$ cat config.mk
export PLATFORM = sky130hd
export DESIGN_NAME = rom_dl_router
export DESIGN_NICKNAME = d
export VERILOG_FILES = /design/src/rtl/mcr3_dl_pkg.sv /design/src/rtl/dl_fifo.sv /design/src/rtl/rom_dl_router.sv
export SDC_FILE = /design/constraint.sdc
export NUM_CORES = 1
export LEC_CHECK = 0
export BUFFER_PORTS_ARGS = -buffer_cell sky130_fd_sc_hd__buf_2
export CORE_UTILIZATION = 35
export CTS_CLUSTER_SIZE = 40
export DETAILED_ROUTE_END_ITERATION = 16
export PLACE_DENSITY = 0.53
export RECOVER_POWER = 50
export SKIP_LAST_GASP = 1
export SYNTH_ARGS = -nofsm -noshare
export SYNTH_HDL_FRONTEND = slang
export SYNTH_HIERARCHICAL = 1
export SYNTH_SLANG_ARGS = --single-unit
$ cat constraint.sdc
create_clock -name clk_sys -period 2.9 [get_ports clk_sys]
set_input_delay 0.29 -clock clk_sys [delete_from_list [all_inputs] [get_ports clk_sys]]
set_output_delay 0.29 -clock clk_sys [all_outputs]
set_load 0.01 [all_outputs]
$ cat src/rtl/mcr3_dl_pkg.sv
// Shared types and constants for the MCR3 Scroll ROM download router.
package mcr3_dl_pkg;

  // Default region boundaries and post-load reset hold.
  localparam logic [24:0] SP_BASE_DEF  = 25'h18000;
  localparam logic [24:0] BG_BASE_DEF  = 25'h28000;
  localparam logic [15:0] RST_HOLD_DEF = 16'hFFFF;

  // 8 KB blocks (ioctl_addr[24:13]) that also feed the sound dpram.
  localparam logic [11:0] SND_BLK_LO = 12'd7;
  localparam logic [11:0] SND_BLK_HI = 12'd8;

  // One buffered SDRAM byte write.
  typedef struct packed {
    logic        port;  // 0 = CPU/CSD port, 1 = sprite port
    logic [22:0] a;     // word address
    logic [1:0]  ds;    // byte select {hi,lo}
    logic [7:0]  d;     // byte, replicated onto both halves at issue
  } dl_entry_t;

  // Drain state machine.
  typedef enum logic [1:0] {
    ST_IDLE  = 2'd0,
    ST_ISSUE = 2'd1,
    ST_WAIT  = 2'd2
  } drain_state_t;

  // CSD byte-address swizzle: bit 14 rotates down to bit 0 and bits
  // 13:0 move up one place; bits 23:15 are unchanged.
  function automatic logic [23:0] csd_swizzle(input logic [23:0] addr);
    return {addr[23:16], addr[15], addr[13:0], addr[14]};
  endfunction

endpackage

$ cat src/rtl/dl_fifo.sv
// Small synchronous first-word-fall-through FIFO of download entries.
module dl_fifo
  import mcr3_dl_pkg::*;
#(
  parameter int AW = 2
) (
  input  logic        clk_sys,
  input  logic        RESET,
  input  logic        push_i,
  input  dl_entry_t   din_i,
  input  logic        pop_i,
  output dl_entry_t   dout_o,
  output logic        empty_o,
  output logic        full_o,
  output logic [AW:0] count_o
);

  localparam int DEPTH = 1 << AW;

  dl_entry_t         mem_q [DEPTH];
  logic [AW-1:0]     wr_ptr_q;
  logic [AW-1:0]     rd_ptr_q;
  logic [AW:0]       count_q;
  logic              do_push;
  logic              do_pop;

  assign empty_o = (count_q == '0);
  assign full_o  = (count_q == (AW+1)'(DEPTH));
  assign count_o = count_q;
  assign dout_o  = mem_q[rd_ptr_q];

  // A full FIFO still accepts a push when the head leaves in the same cycle.
  assign do_pop  = pop_i & ~empty_o;
  assign do_push = push_i & (~full_o | do_pop);

  // Storage write.
  // NOTE: the data array has no reset; only pointers and count define validity.
  always_ff @(posedge clk_sys) begin
    if (do_push) mem_q[wr_ptr_q] <= din_i;
  end

  // Pointer and occupancy bookkeeping.
  // NOTE: reset is synchronous here, so RESET is sampled like any other input.
  always_ff @(posedge clk_sys) begin
    if (RESET) begin
      wr_ptr_q <= '0;
      rd_ptr_q <= '0;
      count_q  <= '0;
    end else begin
      if (do_push) wr_ptr_q <= wr_ptr_q + AW'(1);
      if (do_pop)  rd_ptr_q <= rd_ptr_q + AW'(1);
      case ({do_push, do_pop})
        2'b10:   count_q <= count_q + (AW+1)'(1);
        2'b01:   count_q <= count_q - (AW+1)'(1);
        default: count_q <= count_q;
      endcase
    end
  end

endmodule

$ cat src/rtl/rom_dl_router.sv
// Routes the HPS ioctl ROM download to SDRAM, sound dpram and the
// background loader; owns rom_loaded and core reset generation.
module rom_dl_router
  import mcr3_dl_pkg::*;
#(
  parameter int          FIFO_AW  = 2,
  parameter logic [24:0] SP_BASE  = SP_BASE_DEF,
  parameter logic [24:0] BG_BASE  = BG_BASE_DEF,
  parameter logic [15:0] RST_HOLD = RST_HOLD_DEF
) (
  input  logic        clk_sys,
  input  logic        RESET,
  input  logic        ioctl_download,
  input  logic [7:0]  ioctl_index,
  input  logic        ioctl_wr,
  input  logic [24:0] ioctl_addr,
  input  logic [7:0]  ioctl_dout,
  output logic        ioctl_wait,
  output logic        sdr_req,
  input  logic        sdr_ack,
  output logic        sdr_port,
  output logic [22:0] sdr_a,
  output logic [1:0]  sdr_ds,
  output logic [15:0] sdr_d,
  output logic        snd_we,
  output logic [13:0] snd_addr,
  output logic [7:0]  snd_d,
  output logic        bg_we,
  output logic [24:0] bg_addr,
  output logic [7:0]  bg_d,
  output logic        rom_loaded,
  output logic        core_reset,
  output logic        overflow
);

  localparam int WAIT_LVL = (1 << FIFO_AW) - 1;

  // Write classification.
  logic        wr_ok;
  logic        in_main;
  logic        in_spr;
  logic        in_bg;
  logic        snd_hit;
  logic [23:0] wa;
  dl_entry_t   push_entry;

  // FIFO interface.
  logic               fifo_push;
  logic               fifo_pop;
  logic               fifo_empty;
  logic               fifo_full;
  logic [FIFO_AW:0]   fifo_count;
  dl_entry_t          head;

  // Registered state.
  drain_state_t state_q;
  logic         sdr_req_q;
  logic         sdr_port_q;
  logic [22:0]  sdr_a_q;
  logic [1:0]   sdr_ds_q;
  logic [15:0]  sdr_d_q;
  logic         ioctl_wait_q;
  logic         overflow_q;
  logic         snd_we_q;
  logic [13:0]  snd_addr_q;
  logic [7:0]   snd_d_q;
  logic         bg_we_q;
  logic [24:0]  bg_addr_q;
  logic [7:0]   bg_d_q;
  logic         download_q;
  logic         pend_done_q;
  logic         rom_loaded_q;
  logic [15:0]  rst_cnt_q;
  logic         core_reset_q;
  logic         dl_fall;

  assign wr_ok   = ioctl_wr & ioctl_download & (ioctl_index == 8'd0);
  assign in_main = (ioctl_addr < SP_BASE);
  assign in_bg   = (ioctl_addr >= BG_BASE);
  assign in_spr  = ~in_main & ~in_bg;
  assign snd_hit = wr_ok & in_main &
                   ((ioctl_addr[24:13] == SND_BLK_LO) | (ioctl_addr[24:13] == SND_BLK_HI));

  assign fifo_push = wr_ok & ~in_bg;
  assign fifo_pop  = (state_q == ST_IDLE) & ~fifo_empty;
  assign dl_fall   = download_q & ~ioctl_download & (ioctl_index == 8'd0);

  // Build the FIFO entry: region-relative byte address, CSD swizzle, byte lane.
  // NOTE: every always_comb output gets a default first so no latch is inferred.
  always_comb begin
    wa = ioctl_addr[23:0];
    if (in_spr) begin
      wa = 24'(ioctl_addr - SP_BASE);
    end else if (in_main && ioctl_addr[16]) begin
      wa = csd_swizzle(ioctl_addr[23:0]);
    end
    push_entry.port = in_spr;
    push_entry.a    = wa[23:1];
    push_entry.ds   = {wa[0], ~wa[0]};
    push_entry.d    = ioctl_dout;
  end

  dl_fifo #(
    .AW (FIFO_AW)
  ) u_fifo (
    .clk_sys (clk_sys),
    .RESET   (RESET),
    .push_i  (fifo_push),
    .din_i   (push_entry),
    .pop_i   (fifo_pop),
    .dout_o  (head),
    .empty_o (fifo_empty),
    .full_o  (fifo_full),
    .count_o (fifo_count)
  );

  // Flow control, overflow flag and the sound/background side strobes.
  // NOTE: sequential state uses non-blocking assignments only.
  always_ff @(posedge clk_sys) begin
    if (RESET) begin
      ioctl_wait_q <= 1'b0;
      overflow_q   <= 1'b0;
      snd_we_q     <= 1'b0;
      snd_addr_q   <= '0;
      snd_d_q      <= '0;
      bg_we_q      <= 1'b0;
      bg_addr_q    <= '0;
      bg_d_q       <= '0;
    end else begin
      // Asserting one entry early leaves room for a write during the lag.
      ioctl_wait_q <= (fifo_count >= (FIFO_AW+1)'(WAIT_LVL));
      if (fifo_push && fifo_full && !fifo_pop) overflow_q <= 1'b1;
      snd_we_q <= snd_hit;
      if (snd_hit) begin
        snd_addr_q <= {~ioctl_addr[13], ioctl_addr[12:0]};
        snd_d_q    <= ioctl_dout;
      end
      bg_we_q <= wr_ok & in_bg;
      if (wr_ok && in_bg) begin
        bg_addr_q <= ioctl_addr - BG_BASE;
        bg_d_q    <= ioctl_dout;
      end
    end
  end

  // Drain FSM: load head, toggle request, hold outputs until acknowledged.
  always_ff @(posedge clk_sys) begin
    if (RESET) begin
      state_q    <= ST_IDLE;
      sdr_req_q  <= sdr_ack;
      sdr_port_q <= 1'b0;
      sdr_a_q    <= '0;
      sdr_ds_q   <= '0;
      sdr_d_q    <= '0;
    end else begin
      case (state_q)
        ST_IDLE: begin
          if (!fifo_empty) begin
            sdr_port_q <= head.port;
            sdr_a_q    <= head.a;
            sdr_ds_q   <= head.ds;
            sdr_d_q    <= {head.d, head.d};
            state_q    <= ST_ISSUE;
          end
        end
        ST_ISSUE: begin
          sdr_req_q <= ~sdr_req_q;
          state_q   <= ST_WAIT;
        end
        ST_WAIT: begin
          if (sdr_ack == sdr_req_q) state_q <= ST_IDLE;
        end
        default: state_q <= ST_IDLE;
      endcase
    end
  end

  // Load completion: wait for the download to end, then for the drain to finish.
  always_ff @(posedge clk_sys) begin
    if (RESET) begin
      download_q   <= 1'b0;
      pend_done_q  <= 1'b0;
      rom_loaded_q <= 1'b0;
    end else begin
      download_q <= ioctl_download;
      if (dl_fall) pend_done_q <= 1'b1;
      if (pend_done_q && fifo_empty && state_q == ST_IDLE) begin
        rom_loaded_q <= 1'b1;
        pend_done_q  <= 1'b0;
      end
    end
  end

  // Core reset: held until loaded, then one extra pulse when the counter hits 1.
  always_ff @(posedge clk_sys) begin
    if (RESET || !rom_loaded_q) begin
      rst_cnt_q <= RST_HOLD;
    end else if (rst_cnt_q != 16'd0) begin
      rst_cnt_q <= rst_cnt_q - 16'd1;
    end
    core_reset_q <= RESET | ~rom_loaded_q | (rst_cnt_q == 16'd1);
  end

  assign ioctl_wait = ioctl_wait_q;
  assign sdr_req    = sdr_req_q;
  assign sdr_port   = sdr_port_q;
  assign sdr_a      = sdr_a_q;
  assign sdr_ds     = sdr_ds_q;
  assign sdr_d      = sdr_d_q;
  assign snd_we     = snd_we_q;
  assign snd_addr   = snd_addr_q;
  assign snd_d      = snd_d_q;
  assign bg_we      = bg_we_q;
  assign bg_addr    = bg_addr_q;
  assign bg_d       = bg_d_q;
  assign rom_loaded = rom_loaded_q;
  assign core_reset = core_reset_q;
  assign overflow   = overflow_q;

endmodule

Word-level counts from Yosys, hierarchy flattened
Memory sizes are Yosys's and may differ from the RTL's. A register that Yosys moved wholly into a read port is not among the register bits.
Cells that the tools add are included.
- add/sub/neg operators: 7
- multipliers: 0
- divide/modulo/power cells: 0
- magnitude comparators: 3
- eq/ne operators: 11
- shift operators: 0
- muxes and demuxes: 12
- bitwise operators: 25
- reductions and logical operators: 18
- operators by type and width (kind ; number):
    25-bit by 18-bit >= comparator with 1-bit output, second input constant ; 1
    25-bit by 17-bit less-than comparator with 1-bit output, second input constant ; 1
    25-bit by 18-bit subtractor with 25-bit output, second input constant ; 1
    24-bit 2-to-1 mux ; 1
    24-bit by 17-bit subtractor with 24-bit output, second input constant ; 1
    16-bit by 1-bit equality test with 1-bit output, second input constant ; 1
    16-bit nonzero test ; 1
    16-bit by 1-bit subtractor with 16-bit output, second input constant ; 1
    15-bit 2-to-1 mux ; 1
    1-bit AND ; 12
    12-bit by 3-bit equality test with 1-bit output, second input constant ; 1
    12-bit by 4-bit equality test with 1-bit output, second input constant ; 1
    1-bit NOT ; 9
    8-bit logical NOT ; 1
    2-bit 2-to-1 mux ; 4
    1-bit logical AND ; 6
    2-bit case mux with 3 select lines ; 1
    3-bit case mux with 2 select lines ; 1
    2-bit by 1-bit adder with 2-bit output, second input constant ; 2
    2-bit by 1-bit equality test with 1-bit output, second input constant ; 2
    2-bit equality test, second input constant ; 2
    1-bit 2-to-1 mux ; 4
    2-bit inequality test, second input constant ; 2
    1-bit OR ; 4
    other kinds (12) ; 15
- flip-flop bits (word level): 131
- bits in latches: 0
- memory bits (writable): 136
- ROM bits: 0
- input port bits: 46
- output and inout bits: 104
- memories kept: 1
- memory list (name ; depth ; bits a word ; rd ports ; clocked after memory_dff ; write ports ; RTL line ; source):
    u_fifo.mem_q ; 4 ; 34 ; 1 ; 1 ; 1 ; dl_fifo.sv:20 ; dl_entry_t mem_q [DEPTH];

Longest topological paths before layout
- word-level depth: 8
- depth in mapped cells: 15
- mapped depth without buffers: 13

By module
The synthesis kept the hierarchy.
- by module, submodules not included (module ; instances ; cells each ; area each (um2) ; seq. area each (um2)):
    dl_fifo ; 1 ; 242 ; 5437.7 ; 4264.1
    rom_dl_router ; 1 ; 575 ; 4946.0 ; 2332.2

Least setup slack after synthesis
Ideal clock, no wire load.
- path type: in2reg
- start: input ioctl_addr[20]
- end: memory u_fifo/mem_q[0][0] (netlist bit) (enable)
- library setup time: 0.376 ns
- arrival time: 2.545 ns
- data required time: 2.524 ns
- slack: -0.021 ns
- cell stages on the path: 9
- path buffers: 3
- cell sequence: or4_1 > buf_2 > nor3_2 > o21ai_1 > clkbuf_1 > nor2_1 > buf_2 > o21a_4 > and2_2
- cells in the longest elaborated chain, start to end: 6
- ends and longest elaborated chain (what ; RTL line ; source):
    from (decl) ; rom_dl_router.sv:16 ; input logic [24:0] ioctl_addr,
    25-bit by 18-bit >= comparator with 1-bit output ; rom_dl_router.sv:79 ; assign in_bg = (ioctl_addr >= BG_BASE);
    1-bit NOT ; rom_dl_router.sv:84 ; assign fifo_push = wr_ok & ~in_bg;
    1-bit AND ; rom_dl_router.sv:84 ;
    net fifo_push ; rom_dl_router.sv:48 ; logic fifo_push;
    1-bit AND ; dl_fifo.sv:34 ; assign do_push = push_i & (~full_o | do_pop);
    1-bit 2-to-1 mux ; dl_fifo.sv:39 ; if (do_push) mem_q[wr_ptr_q] <= din_i;
    1-bit 2-to-1 mux (not written as such) ; dl_fifo.sv:39 ;
    to (decl) ; dl_fifo.sv:20 ;
The timed path passes the listed nets, and every way through them passes these cells.

Worst setup path after layout
- start: input ioctl_addr[21]
- end: memory u_fifo/mem_q[3][31] (netlist bit) (enable)
The elaborated chain is that of the path after synthesis.

==> metrics.yaml <==
finish:
  fin_util_pct: 43.3
  fin_nets: 1029
  fin_cells: 1379
  num-fill-cells: 2748
  fin_area_um2: 12500
  syn2layout_area_growth_pct: 20.7
  drive_gt1_share_pct: 17.3
synthesis:
  async_reset_ff_share_pct: 0
  synthesis.instances: 817
  synth_most_common_cell: "edfxtp_1"
  synthFlopType: "edfxtp_1"
  synth_area_leaders: "edfxtp_1 (40%), dfxtp_1 (24%), mux4_2 (7.4%), a21oi_1 (3.6%), nand2_1 (3.4%)"
  syn_avg_cell_area_um2: 12.7
  netlist_top_cells_count: "edfxtp_1 (137), dfxtp_1 (124), nand2_1 (95)"
  syn_nets: 875
  ys_seq_elements: 261
  synth_enable_flop_cells: 137
  synth-simple-area-share_pct: 11.0
  synthAdderAreaFrac_pct: 1.52
  synth_top_family_by_area: "multiplexers"
  ys_warn_count: 6
  synth_top_area_cell: "edfxtp_1"
  synth_compound_area_share_pct: 6.96
  syn-cell-area_um2: 10400
  synth_cell_types: 55
  synthMuxAreaShare_pct: 11.2
  synth-xor-area-share_pct: 2.19
  synth_top_area_share_pct: 39.6
  synth_seq_area_share_pct: 63.5
die:
  die_x_um: 174
  row_count: 62
  ios: 150
  die_h_um: 174
  die-area_um2: 30400
  fp.coreArea_um2: 28900
  initial_utilization_pct: 35.9
power:
  irDropWorstVdd_v: 0.000418
  p_total_mw: 7.91
  power.density_nw_per_um2: 631
  p_leak_nw: 4.03
setup_path:
  arrival_ns: 3.00
  crit_path_end_kind: "register"
  r2r-end: "u_fifo/count_o[1]"
  rrSetupSlack_ns: 0.25
  endpoint: "u_fifo/mem_q[3][31]"
  start_kind: "primary input"
  r2r_cells: 8
  path_max_fanout: 24
  rr_startpoint: "u_fifo/count_o[1]"
  crit_type: "primary input to register"
  worstSetupStartpoint: "ioctl_addr[21]"
  required_ns: 3.14
timing:
  final_hold_viol_count: 0
  period_needed_ns: 2.76
  worst_pin_slew_ns: 1.00
  rsz0062_at_grt: "false"
  whs_ns: 0.0168
  finalClockSkew_ns: 0.00992
  timing.setup.tns_ns: 0
  min_period_over_period_pct: 95.2
  drv_slew: 0
  clock.fmax_ghz: 0.362
  fin_ws_ns: 0.140
  relSlewSlack_pct: 33.1
  setup_viol: 0
clock_network:
  clock_latency_ns: 0.54
  clkSinkCount: 261
  cts_setup_buffers: 0
  cts_buffers: 28
  clkTransAtPathRegs_ns: 0.06
  cts_max_level: 1
  cts.path.max_buffers: 3
  cts_tree: "built"
  cts-root-buf: "clkbuf_16"
route:
  vias: 6863
  viasPerCell: 4.98
  wl_per_cell_um: 18.4
  drc: 0
  drt_pass1_iterations: 4
  wl_um: 25300
  ant_nets: 0
  drt_iter0_drc: 496
grt:
  grt_pass1_wl_um: 39100
  grt_usage_pct: 16.5
  antenna_found_initial: 1
  grt_max_degree: 68
  gr-total-overflow: 0
  grt_pass1_vias: 6713
run_status:
  outcome: "finished clean"
placement:
  dp.cells: 1320
  finalWeightedCongestion: 0.721
  dp_hpwl_um: 16600
  placed_cell_area_um2: 11600
  io_buffers: 149
  pre_cts_ws_ns: 0.0993
hold_path:
  hold_path.class: "primary input to register"
flow_run:
  maxCapViolCount: 0
[kinds of logic (layout without fill, tap and decap cells)]
group                    count (synthesis)  after routing
XOR/XNOR                                26             26
adder cells (fa/ha/maj)                 12             12
other                                    0              2
multiplexers                            72             72
AO/OA/AOI/OAI                          130            130
buffers and inverters                   77            253
flip-flops                             261            261
AND/OR/NAND/NOR                        239            239
[final cells by class]
type	count	area, um2	area share, %
Tap cell	384	480	3.83
Clock buffer	29	704	5.62
Clock inverter	23	303	2.42
Inverter	17	63.8	0.509
Timing Repair Buffer	184	936	7.47
Multi-Input combinational cell	479	3440	27.4
Sequential cell	261	6600	52.7
Antenna cell	2	5.00	0.0399
[power breakdown]
group | leakage [nW] | switching (mW) | internal, mW
clock | 0.491 | 1.47 | 2.39
sequential | 2.23 | 0.00119 | 3.88
combinational | 1.31 | 0.119 | 0.0552
total | 4.03 | 1.59 | 6.32
[worst max-delay path: stages]
cell	delay, ns
dlygate4sd3_1	0.53
buf_2	0.16
or4_1	0.69
nor3_4	0.32
o21ai_4	0.09
nor2_1	0.18
o21a_1	0.28
and2_2	0.23
buf_12	0.20
[repair_timing]
action                     in CTS  in global routing
setup endpoints to repair       0                  1
hold endpoints to repair       20                  0
gates resized for setup         0                  1
hold buffers                    5                  0
[metal layers]
layer  global-route usage [%]  wire (um)
met1                     23.6      12000
met2                     26.2      11400
met3                     2.78       1430
met4                     3.95        457
met5                        0          0
[cell usage in the layout (no fill, tap or decap), drive strengths merged, types with 3 or more instances in the layout]
| master | count |
|---|---|
| nor3 | 9 |
| clkbuf | 148 |
| nand2 | 95 |
| nor2 | 46 |
| mux4 | 34 |
| nand2b | 6 |
| and2 | 6 |
| xnor2 | 18 |
| o21a | 4 |
| edfxtp | 137 |
| dfxtp | 124 |
| nand4 | 6 |
| a211oi | 12 |
| o31ai | 3 |
| nand3 | 35 |
| or3 | 6 |
| mux2 | 15 |
| ha | 11 |
| nor2b | 7 |
| o211ai | 3 |
| o21ai | 32 |
| mux2i | 23 |
| bufinv | 7 |
| a21oi | 74 |
| buf | 60 |
| or4 | 3 |
| inv | 16 |
| xor2 | 8 |
| nor4 | 9 |
| clkinv | 16 |
| dlygate4sd3 | 5 |
[worst min-delay path by stage]
stage / start / cells past startpoint / slack (ns) / end
after global routing: ioctl_addr[15] / 2 / 0.03 / bg_addr[15]
after floorplan: ioctl_addr[13] / 1 / 0.38 / snd_addr[13]
after CTS: ioctl_download / 2 / 0.004 / download_q
after detailed placement: sdr_a[5] / 2 / 0.45 / sdr_a[5]
after global placement: sdr_a[21] / 2 / 0.44 / sdr_a[21]
final: ioctl_download / 2 / 0.02 / download_q
[registers in the layout, indices dropped and copies added, names as in the netlist, 2 cells and up, named ones only]
name and count:
u_fifo/rd_ptr_q 2, sdr_d 8, sdr_a 23, state_q 2
sdr_ds 2, bg_d 8, bg_addr 25, u_fifo/mem_q 136
u_fifo/count_o 3, rst_cnt_q 16, snd_addr 14, u_fifo/wr_ptr_q 2
snd_d 8
(Power assumes the default switching activity.)
